**config.mk**
```make
export PLATFORM = sky130hd
export DESIGN_NAME = gpif_burst_reader
export DESIGN_NICKNAME = d
export VERILOG_FILES = /design/src/rtl/gpif_burst_reader.sv
export SDC_FILE = /design/constraint.sdc
export NUM_CORES = 1
export LEC_CHECK = 0
export CAP_MARGIN = 25
export CORE_MARGIN = 10
export CORE_UTILIZATION = 54
export DETAILED_ROUTE_END_ITERATION = 8
export PLACE_DENSITY = 0.84
export SYNTH_ARGS = -nofsm -noshare
export SYNTH_HDL_FRONTEND = slang
export SYNTH_SLANG_ARGS = --single-unit
```
**constraint.sdc**
```tcl
create_clock -name clock -period 4 [get_ports clock]
set_input_delay 0.6 -clock clock [delete_from_list [all_inputs] [get_ports clock]]
set_output_delay 0.6 -clock clock [all_outputs]
set_load 0.02 [all_outputs]
```
**src/rtl/gpif_burst_reader.sv**
```systemverilog
// FX3-side GPIF burst consumer: reads fixed-length bursts when the producer has data and captures the words.
// Optional ramp checker built when GPIF_READER_CHECK_EN is defined; otherwise errorCount is tied to zero.
module gpif_burst_reader #(
  parameter int BURST_WORDS  = 8192,
  parameter int READ_LATENCY = 2,
  parameter int GAP_CYCLES   = 4
) (
  input  logic        clock,
  input  logic        nReset,
  input  logic        enable,
  input  logic        dataAvailable,
  input  logic        bufferError,
  input  logic [15:0] databus,
  output logic        readData,
  output logic        wordValid,
  output logic [15:0] wordOut,
  output logic        burstDone,
  output logic [15:0] burstCount,
  output logic [15:0] errorCount,
  output logic        overflowSeen
);

  localparam int RW = $clog2(BURST_WORDS) + 1;
  localparam int CW = $clog2(BURST_WORDS);
  localparam logic [RW-1:0] RD_LAST    = RW'(BURST_WORDS - 1);
  localparam logic [CW-1:0] CAP_LAST   = CW'(BURST_WORDS - 1);
  localparam logic [7:0]    DRAIN_LAST = 8'(READ_LATENCY - 1);
  localparam logic [7:0]    GAP_LAST   = 8'(GAP_CYCLES - 1);

  typedef enum logic [2:0] {IDLE, ARM, READ, DRAIN, GAP} state_t;

  state_t                  state, next_state;
  logic [RW-1:0]           rd_cnt;
  logic [7:0]              phase_cnt;
  logic [READ_LATENCY-1:0] rd_vld_pipe;
  logic [CW-1:0]           cap_cnt;
  logic                    cap_vld_p0;

  // Word on databus is valid exactly when readData was high READ_LATENCY cycles ago.
  assign cap_vld_p0 = rd_vld_pipe[READ_LATENCY-1];

  always_ff @(posedge clock or negedge nReset) begin
    if (!nReset) begin
      state <= IDLE;
    end else begin
      state <= next_state;
    end
  end

  always_comb begin
    next_state = state;
    case (state)
      IDLE:  if (enable) next_state = ARM;
      ARM: begin
        if (!enable)            next_state = IDLE;
        else if (dataAvailable) next_state = READ;
      end
      READ:  if (rd_cnt == RD_LAST) next_state = DRAIN;
      DRAIN: if (phase_cnt == DRAIN_LAST) next_state = GAP;
      GAP:   if (phase_cnt == GAP_LAST) next_state = enable ? ARM : IDLE;
      default: next_state = IDLE;
    endcase
  end

  // Read strobe is registered from next_state so it is high for exactly the READ cycles.
  always_ff @(posedge clock or negedge nReset) begin
    if (!nReset) begin
      readData  <= 1'b0;
      rd_cnt    <= '0;
      phase_cnt <= 8'd0;
    end else begin
      readData  <= (next_state == READ);
      rd_cnt    <= (state == READ) ? rd_cnt + 1'b1 : '0;
      phase_cnt <= ((state == DRAIN || state == GAP) && next_state == state) ?
                   phase_cnt + 8'd1 : 8'd0;
    end
  end

  // ---- stage p0 -> p1: capture qualified databus word ----
  always_ff @(posedge clock or negedge nReset) begin
    if (!nReset) begin
      rd_vld_pipe  <= '0;
      wordOut      <= 16'h0000;
      wordValid    <= 1'b0;
      burstDone    <= 1'b0;
      cap_cnt      <= '0;
      burstCount   <= 16'h0000;
      overflowSeen <= 1'b0;
    end else begin
      for (int i = READ_LATENCY - 1; i > 0; i--) rd_vld_pipe[i] <= rd_vld_pipe[i-1];
      rd_vld_pipe[0] <= readData;
      wordValid      <= cap_vld_p0;
      burstDone      <= cap_vld_p0 && (cap_cnt == CAP_LAST);
      overflowSeen   <= overflowSeen | bufferError;
      if (cap_vld_p0) begin
        wordOut <= databus;
        cap_cnt <= cap_cnt + 1'b1;
        if (cap_cnt == CAP_LAST) burstCount <= burstCount + 16'd1;
      end
    end
  end

`ifdef GPIF_READER_CHECK_EN
  function automatic logic [15:0] sat_inc16(input logic [15:0] v);
    return (v == 16'hFFFF) ? v : v + 16'd1;
  endfunction

  logic       seeded;
  logic [9:0] expected;

  // Checker runs on the same edge as the capture so errors land with their burst's burstDone.
  always_ff @(posedge clock or negedge nReset) begin
    if (!nReset) begin
      seeded     <= 1'b0;
      expected   <= 10'd0;
      errorCount <= 16'h0000;
    end else if (cap_vld_p0) begin
      if (!seeded) begin
        seeded   <= 1'b1;
        expected <= databus[9:0] + 10'd1;
      end else if (databus != {6'b0, expected}) begin
        errorCount <= sat_inc16(errorCount);
        expected   <= databus[9:0] + 10'd1;
      end else begin
        expected <= expected + 10'd1;
      end
    end
  end
`else
  assign errorCount = 16'h0000;
`endif

endmodule

```
* Word-level counts from Yosys, hierarchy flattened
Cells that the tools add are included.
** Operators by class
- $add $sub $neg :: 4
- Eq/ne operators :: 10
- Multiplexer cells :: 10
- Bitwise gates (word level) :: 1
- Reduce and logical (&&, ||, !) cells :: 5
** Operator list (number)
- $mux W3 :: 6
- $add A16 B1 Y16 const B :: 1
- $pmux W3 S5 :: 1
- $add A14 B1 Y14 const B :: 1
- $eq A14 B13 Y1 const B :: 1
- $mux W14 :: 1
- $add A13 B1 Y13 const B :: 1
- $eq A13 B13 Y1 const B :: 1
- $eq A3 B2 Y1 const B :: 3
- $add A8 B1 Y8 const B :: 1
- $eq A8 B1 Y1 const B :: 1
- $eq A8 B2 Y1 const B :: 1
- $mux W8 :: 1
- $eq A3 B1 Y1 const B :: 1
- $eq A3 B3 Y1 :: 1
- $eq A3 B3 Y1 const B :: 1
- $logic_not A3 Y1 :: 1
- $logic_and A1 B1 Y1 :: 2
- $reduce_and A2 Y1 :: 1
- $logic_or A1 B1 Y1 :: 1
- $mux W1 :: 1
- $or A1 B1 Y1 :: 1
** Storage, ports and cells
- Bits in registers :: 76
- Output and inout port bits :: 52

* Longest topological paths before layout
Gate-level depths: netlist of run 1.
- Word-level depth :: 6
- Gate-level depth with buffers :: 6
- Mapped depth without buffers :: 5

* Worst setup path after synthesis of run 1
No wires, ideal clock.
- Kind :: register -> register
- Start point :: register cap_cnt[0]
- End point :: register burstCount[4]
- Library setup time :: 0.131 ns
- Data arrival time :: 1.569 ns
- Required time :: 3.869 ns
- Slack :: 2.300 ns
- Cell stages (with the launch flop) :: 7
- Buffers on the path :: 1
- Clock period less this slack :: 1.700 ns
- Cells stage by stage :: dfrtp_1 > ha_1 > nand3_1 > nor4_2 > buf_2 > nand4_1 > xnor2_1
** Between the ends
- Cells in the longest elaborated chain, start to end :: 2
** Ends and longest elaborated chain
- start, declared :: RTL line 36 : logic [CW-1:0] cap_cnt;
- start signal, assigned :: RTL line 97 : cap_cnt <= cap_cnt + 1'b1;
- $eq A13 B13 Y1 :: RTL line 98 : if (cap_cnt == CAP_LAST) burstCount <= burstCount + 16'd1;
- $reduce_and A2 Y1 (no line)
- end signal, assigned :: RTL line 98
- end, declared :: RTL line 18 : output logic [15:0] burstCount,
No other way between the ends.
A chain may end at the register's enable or synchronous reset.

* Worst setup path in the final report of run 1
- Start point :: register burstCount[3]
- End point :: output port burstCount[3]
No word-level cell between the ends.

==> impl_results.md, run 1 <==
* Status: completed
* Worst Tran Pin Value at 0.694 ns
* Port Buffers at 56
* First-pass iteration count of the detailed router at 4
* Stages on the worst setup path at 1
* Worst r2r dst: phase_cnt[3]
* Seq/Total Area, Yosys at 55.8%
* Post-CTS Hold Buffers at 0
* Average size of a mapped cell at 11.3 um2
* DR WL/cell at 16.1 um
* Share of layout cells above drive strength 1 at 12.1%
* Setup Buffers After CTS at 0
* Post-Route WL at 7190 um
* Met3 Usage GRT at 3.67%
* Setup crit start kind: flip-flop
* Max_cap viols at 0
* Slowest Stage Delay on Critical Path at 0.68 ns
* Cell Rows at 28
* Min Hold Slack at 0.300 ns
* # resized after CTS at 0
* Worst EP arrival at 1.48 ns
* Ys Warns at 0
* Grt met1 use at 17.6%
* I/O Pins at 73
* CTS tree: built
* CP max stage cell: clkdlybuf4s50_1
* H-tree Lvls at 3
* Pwr dens at 584 mW/mm2
* Filler cell count at 416
* Critical Path Fanout Max at 6
* Largest net degree at the start of global routing at 33
* CP top delay family: buffers and inverters
* R2R Setup Slk at 2.10 ns
* Residual DRC at 0
* Final TNS setup at 0 ns
* Final hold vios at 0
* R2R Path Start: phase_cnt[2]
* Finished layout cell area at 0.00424 mm2
* Commonest non-fill, non-tap cell in the layout: dfrtp_1
* Vias in the first global route at 2449
* Number of synthesized flops with an enable pin at 0
* Synth Register Bits at 76
* Final cycle utilization of the critical path at 52.0%
* 1st-iter DRT viols at 83
* Clock sink count at 76
* Area of the die at 0.00989 mm2
* CTS root buffer: clkbuf_8
* Worst IR Drop VDD at 0.000339 V
* Dominant cell type by area after synthesis: dfrtp_1
* Post-synth top area share at 55.8%
* Die Wd at 99.4 um
* CTS clk-pin slew, worst paths at 0.08 ns
* Core area at 0.00603 mm2
* Footprint of the multi-input gates at 0.00140 mm2
* Post-synthesis async set-or-reset flop share at 100%
* Most used DFF post-synth: dfrtp_1
* Initial antenna violation count at 0
* WP data required at 3.40 ns
* Most Crowded Layer GR: met2
* Layout Skew at 0.00982 ns
* TritonCTS Buffers at 9
* Endpoints failing setup at 0
* Fin nets at 392
* FF/Latch Area at 0.00190 mm2
* Final ANT Viol Nets at 0
* Ant diodes at 0
* Die height at 99.4 um
* Synth Instances at 301
* Initial Utilization at 56.5%
* Synthesized area at 0.00341 mm2
* Synth area leaders: dfrtp_1 56%, xnor2_1 6.9%, mux2_2 5.6%, xor2_1 4.1%, nand3_1 3.7%
* Leak pwr at 0.00182 uW
* First-pass GRT wire length at 12200 um
* Vias/cell at 5.47
* Clock buffer depth at 2
* Slew headroom at 53.7%
* Max Slew Vio Count at 0
* Cells along the critical path: clkdlybuf4s50_1
* Placer congestion estimate at 0.758
* Unrepaired setup endpoints after global routing: no
* Dpl hpwl at 5240 um
* Worst setup EP type: primary output
* Vias post-DR at 2441
* Crit path buffers/inverters at 1
* Clock Latency Late Sink at 0.34 ns
* Overflow after GRT at 0
* Dpl cell area at 0.00400 mm2
* Unique cell type count in the Yosys netlist at 35
* FF-to-FF path depth at 4
* Most frequent cells in the layout: 76 x dfrtp_1, 55 x clkdlybuf4s50_1, 28 x nor2_1, 27 x xnor2_1, 25 x nand3_1
* FMAX at 0.481 GHz
* Final Critical Period at 2.08 ns
* Met2 global-route usage at 25.4%
* Hold Crit Class: input port to asynchronous set/reset pin
* Global-route usage over all layers at 14.8%
* Setup CP Type: flip-flop to primary output
* Synth-to-Final Area Change at 24.4%
-- power breakdown --
part,internal (uW),switching [uW],leakage [uW]
Sequential,934,128,0.000995
Combinational,358,381,0.000706
Clock,401,271,0.000122
Total,1690,781,0.00182
-- routing by layer --
layer  vias to the layer above  routed length (um)
li1                       1141                   -
met4                         0                 135
met2                        52                3940
met1                      1233                2800
met3                        15                 311
met5                         -                   0
-- metrics by stage --
| stage | worst slack (ns) | utilization, % | cells | power, uW |
|---|---|---|---|---|
| floorplan | 2.30 | - | 316 | 1500 |
| global placement | 1.78 | 66.3 | 429 | 1790 |
| detailed placement | 1.72 | 66.3 | 429 | 1820 |
| CTS | 1.71 | 70.2 | 445 | 2500 |
| global route | 1.85 | 70.3 | 446 | 2600 |
| finish | 1.92 | 70.3 | 446 | 2470 |
-- logic make-up (layout without fill, tap and decap cells) --
| group | count (synthesis) | after routing | synth area share (%) |
|---|---|---|---|
| simple gates | 120 | 120 | 18.5 |
| fa+ha+maj | 5 | 5 | 1.84 |
| other cells | 1 | 16 | 0.110 |
| buf+inv | 27 | 82 | 4.77 |
| flops | 76 | 76 | 55.8 |
| compound gates | 12 | 12 | 2.31 |
| xor+xnor | 43 | 43 | 11.1 |
| mux | 17 | 17 | 5.62 |
-- flip-flops by register name, indices dropped and copies added (netlist names) --
name	flops
burstCount	16
burstDone	1
cap_cnt	13
overflowSeen	1
phase_cnt	8
rd_cnt	14
rd_vld_pipe	2
readData	1
state	3
wordOut	16
wordValid	1
-- synthesized netlist by cell type, drive strengths merged (3+ instances only) --
| library cell | n |
|---|---|
| and4 | 4 |
| a31oi | 4 |
| dfrtp | 76 |
| nand4 | 15 |
| and3 | 9 |
| ha | 5 |
| mux2 | 17 |
| xor2 | 16 |
| nor3 | 6 |
| buf | 19 |
| xnor2 | 27 |
| o21ai | 3 |
| a21oi | 3 |
| nand3 | 25 |
| nor4 | 5 |
| nand2 | 17 |
| nor2 | 28 |
| inv | 6 |
-- worst max-delay path by stage --
stage / slack, ns / startpoint / endpoint
floorplan: 2.30 / cap_cnt[0] / burstCount[4]
global placement: 1.78 / cap_cnt[0] / burstCount[9]
detailed placement: 1.72 / cap_cnt[0] / burstCount[9]
CTS: 1.71 / cap_cnt[0] / burstCount[9]
global route: 1.85 / burstCount[2] / burstCount[2]
finish: 1.92 / burstCount[3] / burstCount[3]
-- layout make-up --
type,count,share of cell area (%)
Sequential cell,76,44.9
Multi-Input combinational cell,213,33.0
Timing Repair Buffer,60,13.8
Clock buffer,12,3.90
Tap cell,75,2.21
Clock inverter,4,1.65
Inverter,6,0.531
(Power assumes the default switching activity.)
==> run 2: changes to the inputs <==
CORE_UTILIZATION = 51   (was 54)
PLACE_DENSITY = 0.8   (was 0.84)
clock period = 2 ns   (was 4 ns; I/O delays follow)
==> run 2 against run 1 <==
  * Via count fell by 2.7%
  * Worst hold slack improved by 0.080 ns
  * Sequential cell count did not move
  * Critical path depth rose by 4
  * First-iteration DRC count rose by 46%
  * Final area rose by 0.59%
  * Clock skew rose by 0.0032 ns
  * Utilization fell by 4.0 points
  * Critical path type is now flip-flop to flip-flop
  * Sequential share of layout area fell by 0.26 points
  * Clock power rose by 92%
  * Sequential power rose by 100%
==> impl_results.md, run 2 (synthesized netlist as in run 1, its figures left out) <==
* Status: completed
* Vias post-DR at 2375
* Max_cap viols at 0
* Placer congestion estimate at 0.749
* Clock buffer depth at 2
* Sw Pwr at 1590 uW
* Logic gate share of total power at 30.5%
* Endpoints failing setup at 0
* H-tree Lvls at 3
* Power share of the sequential group at 43.1%
* Core area at 0.00642 mm2
* Fin nets at 394
* Largest net degree at the start of global routing at 54
* Post-CTS Hold Buffers at 1
* Die height at 102 um
* Clock share of power at 26.4%
* Share of layout cells above drive strength 1 at 12.3%
* First-pass GRT wire length at 11400 um
* CTS root buffer: clkbuf_8
* Worst EP arrival at 2.08 ns
* Final TNS setup at 0 ns
* Vias in the first global route at 2339
* Min Hold Slack at 0.380 ns
* Commonest non-fill, non-tap cell in the layout: dfrtp_1
* Unrepaired setup endpoints after global routing: no
* Setup crit start kind: flip-flop
* Final cycle utilization of the critical path at 90.3%
* Initial antenna violation count at 0
* Cell Rows at 29
* 1st-iter DRT viols at 121
* Post-Route WL at 6820 um
* Global-route usage over all layers at 13.8%
* I/O Pins at 73
* Final hold vios at 0
* Max Slew Vio Count at 0
* Ant diodes at 0
* Internal at 3310 uW
* Pwr dens at 1150 mW/mm2
* Overflow after GRT at 0
* Critical Path Fanout Max at 5
* Area of the die at 0.0104 mm2
* Clock sink count at 76
* Switching part of the total power at 32.5%
* Filler cell count at 488
* DR WL/cell at 15.2 um
* First-pass iteration count of the detailed router at 4
* FMAX at 0.554 GHz
* CTS tree: built
* Setup Buffers After CTS at 0
* Die Wd at 102 um
* Vias/cell at 5.28
* Initial Utilization at 53.0%
* Setup CP Type: flip-flop to flip-flop
* Worst IR Drop VDD at 0.000510 V
* Dpl hpwl at 5020 um
* # resized after CTS at 0
* Final ANT Viol Nets at 0
* Leak pwr at 0.00182 uW
* Hold Crit Class: flip-flop to flip-flop
* Residual DRC at 0
* Port Buffers at 56
* CTS clk-pin slew, worst paths at 0.09 ns
* WP data required at 2.27 ns
* TritonCTS Buffers at 9
* Clock Latency Late Sink at 0.35 ns
* Layout Skew at 0.0130 ns
* Most frequent cells in the layout: 76 x dfrtp_1, 55 x clkdlybuf4s50_1, 28 x nor2_1, 27 x xnor2_1, 25 x nand3_1
* Worst setup EP type: flip-flop
* Top Registers: burstCount: 16 flops, wordOut: 16 flops, rd_cnt: 14 flops
* Synth-to-Final Area Change at 25.1%
* Final Critical Period at 1.81 ns
## run 2: changes by cell type in the layout (fill, tap and decap cells not counted)
cell / delta
buf_12: +1
buf_2: -1
buf_4: +2
clkbuf_4: -1
clkbuf_8: -3
clkinv_2: -2
clkinv_4: +3
clkinvlp_4: +2
dlygate4sd3_1: +1
## run 2: cell type report
type | count | area [um2] | area share (%)
clock inverters | 7 | 101 | 2.38
inverters | 6 | 22.5 | 0.528
well taps | 77 | 96.3 | 2.26
flip-flops and latches | 76 | 1900 | 44.6
clock buffers | 9 | 124 | 2.91
multi-input cells | 213 | 1400 | 32.8
repair buffers | 62 | 618 | 14.5
## run 2: path summary, 6_finish.rpt
path                                startpoint              to  slack [ns]  depth (start not counted)
worst min-delay path            rd_vld_pipe[0]  rd_vld_pipe[1]        0.38                          0
max in group asynchronous               nReset      cap_cnt[2]        1.03                          3
min in group asynchronous               nReset   burstCount[7]        0.39                          2
worst max-delay path                cap_cnt[0]   burstCount[5]        0.19                          5
worst min register to register  rd_vld_pipe[0]  rd_vld_pipe[1]        0.38                          0
worst max register to register      cap_cnt[0]   burstCount[5]        0.19                          5
## run 2: power groups by stage
stage / sequential, uW / clock [uW] / combinational [uW]
6_report: 2120 / 1290 / 1490
5_1_grt: 2170 / 1390 / 1610
4_1_cts: 2120 / 1330 / 1520
3_5_place_dp: 2150 / 0 / 1510
3_3_place_gp: 2130 / 0 / 1480
2_1_floorplan: 2340 / 0 / 666
## run 2: routing by layer
layer  share of wire (%)  GRT usage (%)  routed length [um]
met1                  42           16.1                2840
met2                  53           23.7                3620
met3                 4.3           4.49                 295
met4                 1.0           4.29                  68
met5                   0              0                   0
## run 2: per-stage QoR
step / worst slack (ns) / std cells / util, % / total power (uW) / area, um2
final: 0.193 / 450 / 66.4 / 4900 / 4260
after global routing: 0.0496 / 450 / 66.4 / 5160 / 4260
after CTS: 0.187 / 450 / 66.4 / 4960 / 4260
after detailed placement: 0.208 / 433 / 62.7 / 3660 / 4030
after global placement: 0.271 / 433 / 62.7 / 3600 / 4030
after floorplan: 0.300 / 316 / - / 3010 / 3460
## run 2: critical path, cell delays in order, from the launching register on
cell	delay [ns]
dfrtp_1	0.43
ha_1	0.24
nand3_1	0.16
or4_4	0.57
nor3_2	0.19
xor2_1	0.15
==> run 3: changes to the inputs <==
CORE_MARGIN = 5   (was 10)
==> run 3 against run 2 <==
  * Clock power about the same
  * Critical path type unchanged
  * First-iteration DRC count shrank 14%
  * Die area down 19%
==> impl_results.md, run 3 (synthesized netlist as in run 1, its figures left out) <==
* Status: completed
* Dpl hpwl at 4570 um
* Worst EP arrival at 2.09 ns
* Worst r2r dst: burstCount[5]
* Setup crit end: burstCount[5]
* Core area at 0.00642 mm2
* Vias in the first global route at 2466
* Endpoints failing setup at 0
* FMAX at 0.548 GHz
* Overflow after GRT at 0
* FF-to-FF path depth at 5
* R2R Path Start: cap_cnt[0]
* Worst setup EP type: flip-flop
* CTS tree: built
* Initial Utilization at 53.0%
* DR WL/cell at 14.5 um
* Synth-to-Final Area Change at 24.8%
* Final cycle utilization of the critical path at 91.3%
* Critical Path Fanout Max at 5
* Port Buffers at 56
* 1st-iter DRT viols at 104
* Most frequent cells in the layout: 76 x dfrtp_1, 55 x clkdlybuf4s50_1, 28 x nor2_1, 27 x xnor2_1, 25 x nand3_1
* Vias/cell at 5.25
* Layout Skew at 0.00654 ns
* Max Slew Vio Count at 0
* Area of the die at 0.00842 mm2
* Setup crit start kind: flip-flop
* Final Critical Period at 1.83 ns
* TritonCTS Buffers at 9
* R2R Setup Slk at 0.17 ns
* Post-Route WL at 6490 um
* First-pass GRT wire length at 11500 um
* Ant diodes at 0
* CTS clk-pin slew, worst paths at 0.08 ns
* H-tree Lvls at 3
* Share of layout cells above drive strength 1 at 11.9%
* Clock sink count at 76
* Min Hold Slack at 0.367 ns
* Post-route setup slack at 0.174 ns
* Unrepaired setup endpoints after global routing: no
* Initial antenna violation count at 0
* Top Registers: burstCount: 16 flops, wordOut: 16 flops, rd_cnt: 14 flops
* Final TNS setup at 0 ns
* Placer congestion estimate at 0.792
* First-pass iteration count of the detailed router at 4
* Post-place setup slack at 0.104 ns
* Setup CP Type: flip-flop to flip-flop
* Vias post-DR at 2352
* Max_cap viols at 0
* Die Wd at 91.7 um
* Worst setup startpoint: cap_cnt[0]
* Hold Crit Class: flip-flop to flip-flop
* Final hold vios at 0
* Clock Latency Late Sink at 0.34 ns
* Pwr dens at 1140 mW/mm2
* Fin nets at 393
* Final ANT Viol Nets at 0
* Global-route usage over all layers at 16.9%
* Commonest non-fill, non-tap cell in the layout: dfrtp_1
* Worst IR Drop VDD at 0.000482 V
* WP data required at 2.26 ns
* Largest net degree at the start of global routing at 41
* Clock buffer depth at 2
* CTS root buffer: clkbuf_8
* Die height at 91.7 um
* Cell Rows at 29
* I/O Pins at 73
* Leak pwr at 0.00182 uW
* Residual DRC at 0
run 3: power breakdown:
part	leakage [uW]	total, uW	switching (uW)	internal, uW
sequential	0.000995	2120	254	1870
combinational	0.000718	1470	731	734
clock	0.000109	1270	535	731
run 3: area by class of cell:
type	instances	area, um2
fillers	495	2170
flip-flops and latches	76	1900
multi-input cells	213	1410
repair buffers	61	611
clock buffers	11	141
well taps	77	96.3
clock inverters	4	73.8
inverters	6	22.5
run 3: worst max-delay path: stages (launching register included):
cell	delay, ns
dfrtp_1	0.41
ha_1	0.23
nand3_1	0.18
or4_4	0.58
nor3_2	0.19
xor2_1	0.15
run 3: layer usage:
layer / part of all wire, % / vias up / track usage, % / wire (um)
met5: 0 / - / 0 / 0
met4: 1.3 / 0 / 7.05 / 86
met3: 4.7 / 7 / 4.09 / 306
met2: 51 / 54 / 28.6 / 3340
met1: 43 / 1155 / 20.7 / 2760
li1: - / 1136 / - / -
run 3: how the worst min path moves through the flow:
stage	cells after the start	to	from
after CTS	0	rd_vld_pipe[1]	rd_vld_pipe[0]
after global routing	0	rd_vld_pipe[1]	rd_vld_pipe[0]
after detailed placement	1	wordOut[13]	nReset
after floorplan	0	burstCount[0]	nReset
after global placement	1	wordOut[13]	nReset
final	0	rd_vld_pipe[1]	rd_vld_pipe[0]
run 3: timing repair:
action                                 CTS  global route
setup buffers                            0             0
setup endpoints to repair                0             2
hold buffers                             1             0
gates resized for setup                  0             1
endpoints found under the hold margin   36             0
run 3: through the flow:
| step | total power, uW | utilization (%) | std cells | cell area [um2] |
|---|---|---|---|---|
| 3_3_place_gp | 3590 | 62.6 | 432 | 4020 |
| 5_1_grt | 5140 | 66.2 | 448 | 4250 |
| 2_1_floorplan | 3010 | - | 316 | 3460 |
| 4_1_cts | 4920 | 66.1 | 448 | 4250 |
| 6_report | 4850 | 66.2 | 448 | 4250 |
| 3_5_place_dp | 3630 | 62.6 | 432 | 4020 |
